**src/rtl/xood_load_ctrl.sv**
```systemverilog
// Operand loader for the Xoodyak core: packs a 32-bit word stream into key/nonce/AD/text
// registers, pulses start and holds operands until encdone. Optional XOOD_KEY_REUSE_EN.
module xood_load_ctrl (
    input  logic         eph1,
    input  logic         reset,
    input  logic         go,
    input  logic         opmode_in,
    input  logic         keep_key,
    input  logic [31:0]  din,
    input  logic         din_valid,
    output logic         din_ready,
    input  logic         encdone,
    output logic [127:0] key,
    output logic [127:0] nonce,
    output logic [127:0] assodata,
    output logic [191:0] textin,
    output logic         opmode,
    output logic         start,
    output logic         busy
);

    typedef enum logic [2:0] {
        S_IDLE, S_LD_KEY, S_LD_NONCE, S_LD_AD, S_LD_TEXT, S_START, S_WAIT
    } state_t;

    state_t         r_state;
    logic [2:0]     r_cnt;
    logic [127:0]   r_key, r_nonce, r_ad;
    logic [191:0]   r_text;
    logic           r_opmode, r_start, r_ready, r_busy;

    logic           w_accept, w_last, w_skip_key;

`ifdef XOOD_KEY_REUSE_EN
    assign w_skip_key = keep_key;
`else
    logic           w_unused_keep;
    assign w_unused_keep = keep_key;
    assign w_skip_key    = 1'b0;
`endif

    // r_ready is only ever set while in an LD_* state, so it doubles as the phase-active flag
    assign w_accept = din_valid & r_ready;
    assign w_last   = (r_state == S_LD_TEXT) ? (r_cnt == 3'd5) : (r_cnt == 3'd3);

    always_ff @(posedge eph1 or negedge reset) begin
        if (!reset) begin
            r_state  <= S_IDLE;
            r_cnt    <= 3'd0;
            r_key    <= '0;
            r_nonce  <= '0;
            r_ad     <= '0;
            r_text   <= '0;
            r_opmode <= 1'b0;
            r_start  <= 1'b0;
            r_ready  <= 1'b0;
            r_busy   <= 1'b0;
        end else begin
            r_start <= 1'b0;
            case (r_state)
                S_IDLE: begin
                    if (go) begin
                        r_opmode <= opmode_in;
                        r_cnt    <= 3'd0;
                        r_ready  <= 1'b1;
                        r_busy   <= 1'b1;
                        r_state  <= w_skip_key ? S_LD_NONCE : S_LD_KEY;
                    end
                end
                S_LD_KEY, S_LD_NONCE, S_LD_AD, S_LD_TEXT: begin
                    if (w_accept) begin
                        case (r_state)
                            S_LD_KEY:   r_key   <= {r_key[95:0], din};
                            S_LD_NONCE: r_nonce <= {r_nonce[95:0], din};
                            S_LD_AD:    r_ad    <= {r_ad[95:0], din};
                            default:    r_text  <= {r_text[159:0], din};
                        endcase
                        r_cnt <= w_last ? 3'd0 : r_cnt + 3'd1;
                        if (w_last) begin
                            case (r_state)
                                S_LD_KEY:   r_state <= S_LD_NONCE;
                                S_LD_NONCE: r_state <= S_LD_AD;
                                S_LD_AD:    r_state <= S_LD_TEXT;
                                default: begin
                                    r_state <= S_START;
                                    r_ready <= 1'b0;
                                    r_start <= 1'b1;
                                end
                            endcase
                        end
                    end
                end
                S_START: r_state <= S_WAIT;
                S_WAIT: begin
                    if (encdone) begin
                        r_state <= S_IDLE;
                        r_busy  <= 1'b0;
                    end
                end
                default: begin
                    r_state <= S_IDLE;
                    r_ready <= 1'b0;
                    r_busy  <= 1'b0;
                end
            endcase
        end
    end

    assign din_ready = r_ready;
    assign start     = r_start;
    assign busy      = r_busy;
    assign key       = r_key;
    assign nonce     = r_nonce;
    assign assodata  = r_ad;
    assign textin    = r_text;
    assign opmode    = r_opmode;

endmodule

```
**config.mk**
```make
export PLATFORM = sky130hd
export DESIGN_NAME = xood_load_ctrl
export DESIGN_NICKNAME = d
export VERILOG_FILES = /design/src/rtl/xood_load_ctrl.sv
export SDC_FILE = /design/constraint.sdc
export NUM_CORES = 1
export LEC_CHECK = 0
export BUFFER_PORTS_ARGS = -buffer_cell sky130_fd_sc_hd__buf_2
export CAP_MARGIN = 20
export CORE_AREA = 2 2 241 243
export CTS_CLUSTER_DIAMETER = 80
export DETAILED_ROUTE_END_ITERATION = 6
export DIE_AREA = 0 0 243 245
export SETUP_SLACK_MARGIN = 0.02
export SLEW_MARGIN = 30
export SYNTH_ARGS = -nofsm -noshare
export SYNTH_HDL_FRONTEND = slang
export SYNTH_SLANG_ARGS = --single-unit
```
**constraint.sdc**
```tcl
create_clock -name eph1 -period 4.67 [get_ports eph1]
set_clock_uncertainty 0.15 [all_clocks]
set_input_delay 0.2335 -clock eph1 [delete_from_list [all_inputs] [get_ports eph1]]
set_output_delay 0.2335 -clock eph1 [all_outputs]
set_load 0.005 [all_outputs]
```
* Word level (Yosys, flattened, before mapping) *
Index checks and enable logic that the tools add are counted.

operators by class
  add/sub/neg operators = 1
  equal/unequal tests = 13
  multiplexer cells = 22
  bitwise operators = 4
  reduce and logical (&&, ||, !) cells = 15

operators with widths
  kind                                                             number
  3-bit two-way mux                                                7
  3-bit AND reduction                                              6
  3-bit == test, second input constant                             4
  3-bit one-hot mux with 4 select lines                            1
  1-bit two-way mux                                                10
  2-bit != test, second input constant                             5
  3-bit by 2-bit == test with 1-bit output, second input constant  3
  3-bit one-hot mux with 3 select lines                            1
  1-bit one-hot mux with 3 select lines                            2
  3-bit one-hot mux with 2 select lines                            1
  5-bit AND reduction                                              1
  5-bit OR reduction                                               1
  4-bit AND reduction                                              1
  4-bit OR reduction                                               1
  3-bit by 1-bit adder with 3-bit output, second input constant    1
  3-bit by 1-bit == test with 1-bit output, second input constant  1
  3-bit zero test                                                  1
  1-bit NOT                                                        3
  3-bit OR reduction                                               1
  2-bit AND reduction                                              1
  2-bit nonzero test                                               1
  2-bit OR reduction                                               1
  1-bit bitwise AND                                                1

word-level totals
  register bits = 586
  logic and storage cells = 65

* Longest topological paths before layout *
  depth after elaboration = 6
  depth in mapped cells = 7
  mapped depth without buffers = 4

* Least setup slack after synthesis *
OpenSTA, ideal clock, no wires.

  path type = reg-to-reg
  from = reg r_state[2]
  to = reg r_key[54] (netlist: key[54])
  library setup time = 125 ps
  data arrival time = 1,503 ps
  slack = 2,893 ps
  stages on the path, launching flop included = 6
  period minus slack after synthesis = 1,777 ps
  path through = dfrtp_1 -> nand3b_1 -> nor3_1 -> buf_2 -> buf_4 -> mux2_2

on the way
  longest elaborated chain between the ends = 3

RTL lines
  element                                 RTL line  text
  start: declaration                      26        state_t r_state;
  start signal: assignment                67        r_state <= w_skip_key ? S_LD_NONCE : S_LD_KEY;
  3-bit == test (tied with other cells)   60        case (r_state)
  4-bit OR reduction                      60
  3-bit AND reduction (no source line) *  n/a
  end signal: assignment                  73        S_LD_KEY: r_key <= {r_key[95:0], din};
  end: declaration                        28        logic [127:0] r_key, r_nonce, r_ad;

Mark *: on every way between the ends. The rest lies on a longest branch, timed or not.
A chain may end at the register's enable or synchronous reset.

* Final worst setup path *
  from = reg r_state[2]
  to = reg r_nonce[98] (netlist: nonce[98])

on the way
  longest elaborated chain between the ends = 3

RTL lines
  element                                 RTL line  text
  3-bit == test (tied with other cells)   60
  4-bit OR reduction                      60
  3-bit AND reduction (no source line) *  n/a
  end signal: assignment                  74        S_LD_NONCE: r_nonce <= {r_nonce[95:0], din};
  end: declaration                        28

Marks and branches as above.

==> impl.org <==
** Critical path
- At the worst endpoint, the required time is 5010 ps.
- Max FO, Critical Path :: 67
- The setup path with the least slack is of type flop to flop.
- Reg-to-Reg Start :: r_state[2]
- For the worst setup path, the data arrival time is 3060 ps.
- Reg-to-Reg End :: nonce[98]
- STA classifies the critical path endpoint as a flop.
- Kind of start point of the critical path :: flop
- Setup slack on the worst flop-to-flop path :: 1950 ps
- Crit path launch :: r_state[2]
- Counting cells, the worst reg-to-reg path comes to 5.

** Synthesis
- The number of different library cells used by synthesis comes to 32.
- Warnings, synthesis :: 0
- Of the synthesized area, sequential elements account for 66.2%.
- The cell area that synthesis handed to floorplanning was 22200 um^2.
- Averaged over all synthesized cells, the footprint is 13.1 um^2.
- Area share of the leading cell type in the synthesized netlist :: 66.2%
- Number of flops mapped to enable cells by yosys :: 0
- Counting flops and latches in the post-synthesis netlist gives 586.
- Largest area contributor in the synthesized netlist :: sky130_fd_sc_hd__dfrtp_1
- Most frequent cells after synthesis :: sky130_fd_sc_hd__dfrtp_1 (586), sky130_fd_sc_hd__nand2_1 (585), sky130_fd_sc_hd__mux2_2 (386)
- In the post-synthesis netlist, the cell with the most instances is sky130_fd_sc_hd__dfrtp_1.
- Most instantiated flip-flop cell in the synthesis netlist :: sky130_fd_sc_hd__dfrtp_1
- In the synthesized netlist, the number of instances is 1693.
- After synthesis, the share of flip-flops with an asynchronous set or reset is 100%.
- Number of nets in the synthesized netlist :: 1733
- Cell types with the largest area share after synthesis :: sky130_fd_sc_hd__dfrtp_1 (66%), sky130_fd_sc_hd__mux2_2 (20%), sky130_fd_sc_hd__nand2_1 (9.9%)

** Clock network
- Post-CTS timing repair inserted 0 buffers for setup.
- The clock reaches the later pin of the worst-skew pair after 620 ps.
- Root Buffer :: sky130_fd_sc_hd__clkbuf_16
- Number of clock buffers inserted by TritonCTS :: 61
- CTS tree :: built
- The number of gates resized after CTS was 0.
- Worst-case clock buffer depth :: 3
- Clock-pin slew was measured on the worst setup and hold paths at 60 ps.
- Hold-fix buffers, CTS :: 38
- CTS built an H-tree with a depth of 2.
- Counting every sink on the clock net gives 586.

** Placement
- The count of buffers added on input and output ports is 617.
- Detailed placement ended at an HPWL of 47000 um.
- Once placement completed, the tool counted placed cells totaling 3001.
- At the placement stage, the worst setup path has a slack of 1900 ps.
- At the end of routability-driven placement, the weighted congestion stood at 0.913.

** STA
- Summed negative setup slack over all endpoints :: 0 ps
- Worst-Margin Slew :: 938 ps
- Crit path time final :: 2720 ps
- Final number of max-transition violations :: 0
- For this run, the top clock speed supported by timing is 0.368 GHz.
- Final setup margin :: 1950 ps
- The worst path uses 58.2% of the clock period.
- Headroom to the max-slew limit came out at 37.5%.
- Number of hold-slack violations in the final timing report :: 0
- Setup violations remaining at the end of the flow were counted as 0.
- Final hold analysis gives a worst-case slack of 59.7 ps.
- Setup repair after global routing left no endpoint under its margin.

** Drt
- For this run, design rule violations remaining after detail routing come to 0.
- Top Layer Used :: met4
- The first routing iteration left 839 violations.
- Aggregate routed wire length :: 65200 um
- Vias :: 15100
- Routed Antenna Nets :: 0
- The routed design uses 5070 um of met3 wire.
- Router iterations before antenna repair :: 5
- Via density per instance :: 4.78
- Wire segments on met2 add up to 32300 um in the final route.
- Per-cell routed wire length :: 20.7 um
- Wire length the detailed router placed on met1 :: 25800 um

** Global route
- Global-route congestion overflow total :: 0
- The first global-routing pass estimated 96600 um of wire.
- The initial antenna violation count is 8.
- For this run, the total global-route usage over all layers was measured as 21.4%.
- Entering global routing, the biggest net connects 189 pins.
- Via count of the first global-routing pass :: 15300

** Floorplan
- I/O pin count :: 619
- In this run the vertical extent of the chip is 245 um.
- Initial core utilization :: 38.8%
- The core region is 57000 um^2.
- Floorplan die area :: 59500 um^2
- In this run the core area contains 88 standard-cell rows.
- Horizontal extent of the die :: 243 um

** Power
- Summed over all nets, the switching power comes to 2.17 mW.
- Clock power frac :: 48.8%
- Leak pwr :: 16.7 nW
- In this run the power density over the cells is 364 nW/um^2.
- In this run switching power makes up 21.0% of total power.
- Cell internal power was estimated by the tool at 8.14 mW.
- Combinational group share of total power :: 1.9%
- Sequential cells burn 49.3% of the power.
- Worst VDD drop :: 0.000276 V

** Run
- The tool flagged a number of max-cap violations equal to 0.

** Final layout
- Post-route non-filler standard cell count :: 3154
- At the end of the flow, the number of nets in the layout was 2378.
- Ratio of cells with drive above 1 in the final layout :: 47.3%
- From synthesis to final layout, the design area changed by 28.0%.

** Hold path
- Class of the worst hold path :: input pin to async pin

** Status
- The run finished with clean final reports.
[layer usage]
layer | global-route usage (%) | vias up
met5 | 0 | -
met4 | 7.58 | 0
met3 | 6.19 | 101
met2 | 36.4 | 546
met1 | 26.1 | 7566
li1 | - | 6871
[power groups by stage]
stage / clock network [mW] / registers [mW] / logic (mW)
after floorplan: 0 / 5.17 / 0.00215
after global placement: 0 / 5.17 / 0.185
after detailed placement: 0 / 5.17 / 0.187
after CTS: 5.15 / 5.08 / 0.212
after global routing: 5.36 / 5.07 / 0.225
final: 5.03 / 5.08 / 0.199
[worst max-delay path: stages, from the launching register on]
cell and delay [ps]:
sky130_fd_sc_hd__dfrtp_1 530, sky130_fd_sc_hd__nor2_2 300, sky130_fd_sc_hd__and3_4 500, sky130_fd_sc_hd__buf_12 290, sky130_fd_sc_hd__buf_12 350, sky130_fd_sc_hd__mux2_2 390
[worst max path at each step]
stage,end,cells after the start
global placement,assodata[16],4
CTS,nonce[100],4
finish,nonce[98],5
floorplan,key[54],5
detailed placement,nonce[100],4
global route,nonce[74],5
[cell families (layout without fill, tap and decap cells)]
family          after synthesis  count (layout)  synth area share (%)
other cells                   0               1                     0
simple gates                607             607                  10.5
buf+inv                      91             786                  2.95
mux                         387             387                  19.7
fa+ha+maj                     1               1                0.0565
flops                       586             586                  66.2
compound gates               21              21                 0.633
[final cells by class]
class / instances / area [um^2]
diodes: 1 / 2.50
clock buffers: 92 / 1820
clock inverters: 21 / 287
fillers: 5206 / 28700
inverters: 2 / 7.51
multi-input cells: 1016 / 6870
flip-flops and latches: 586 / 14700
well taps: 765 / 957
repair buffers: 671 / 3740
[per-stage QoR]
stage	power, mW	utilization [%]	cell area [um^2]
2_1_floorplan	5.17	-	22200
3_3_place_gp	5.35	45.2	25800
3_5_place_dp	5.36	45.3	25800
4_1_cts	10.4	49.7	28300
5_1_grt	10.7	49.7	28300
6_report	10.3	49.7	28400
[flip-flops by register name, indices dropped and copies added, names as in the netlist]
signal,flops
textin,192
assodata,128
key,128
nonce,128
r_cnt,3
r_state,3
busy,1
din_ready,1
opmode,1
start,1
[cell usage in the layout, fill, tap and decap left out, types with 6 or more instances in the layout]
cell type,netlist,routed
sky130_fd_sc_hd__clkbuf_8,0,18
sky130_fd_sc_hd__nand2_1,585,585
sky130_fd_sc_hd__o21ai_0,11,11
sky130_fd_sc_hd__clkbuf_16,0,61
sky130_fd_sc_hd__mux2_2,386,386
sky130_fd_sc_hd__clkinv_2,0,9
sky130_fd_sc_hd__clkbuf_1,5,13
sky130_fd_sc_hd__dlygate4sd3_1,0,38
sky130_fd_sc_hd__buf_2,36,616
sky130_fd_sc_hd__buf_12,0,10
sky130_fd_sc_hd__dfrtp_1,586,586
sky130_fd_sc_hd__bufinv_16,0,6
(Power assumes the default switching activity.)
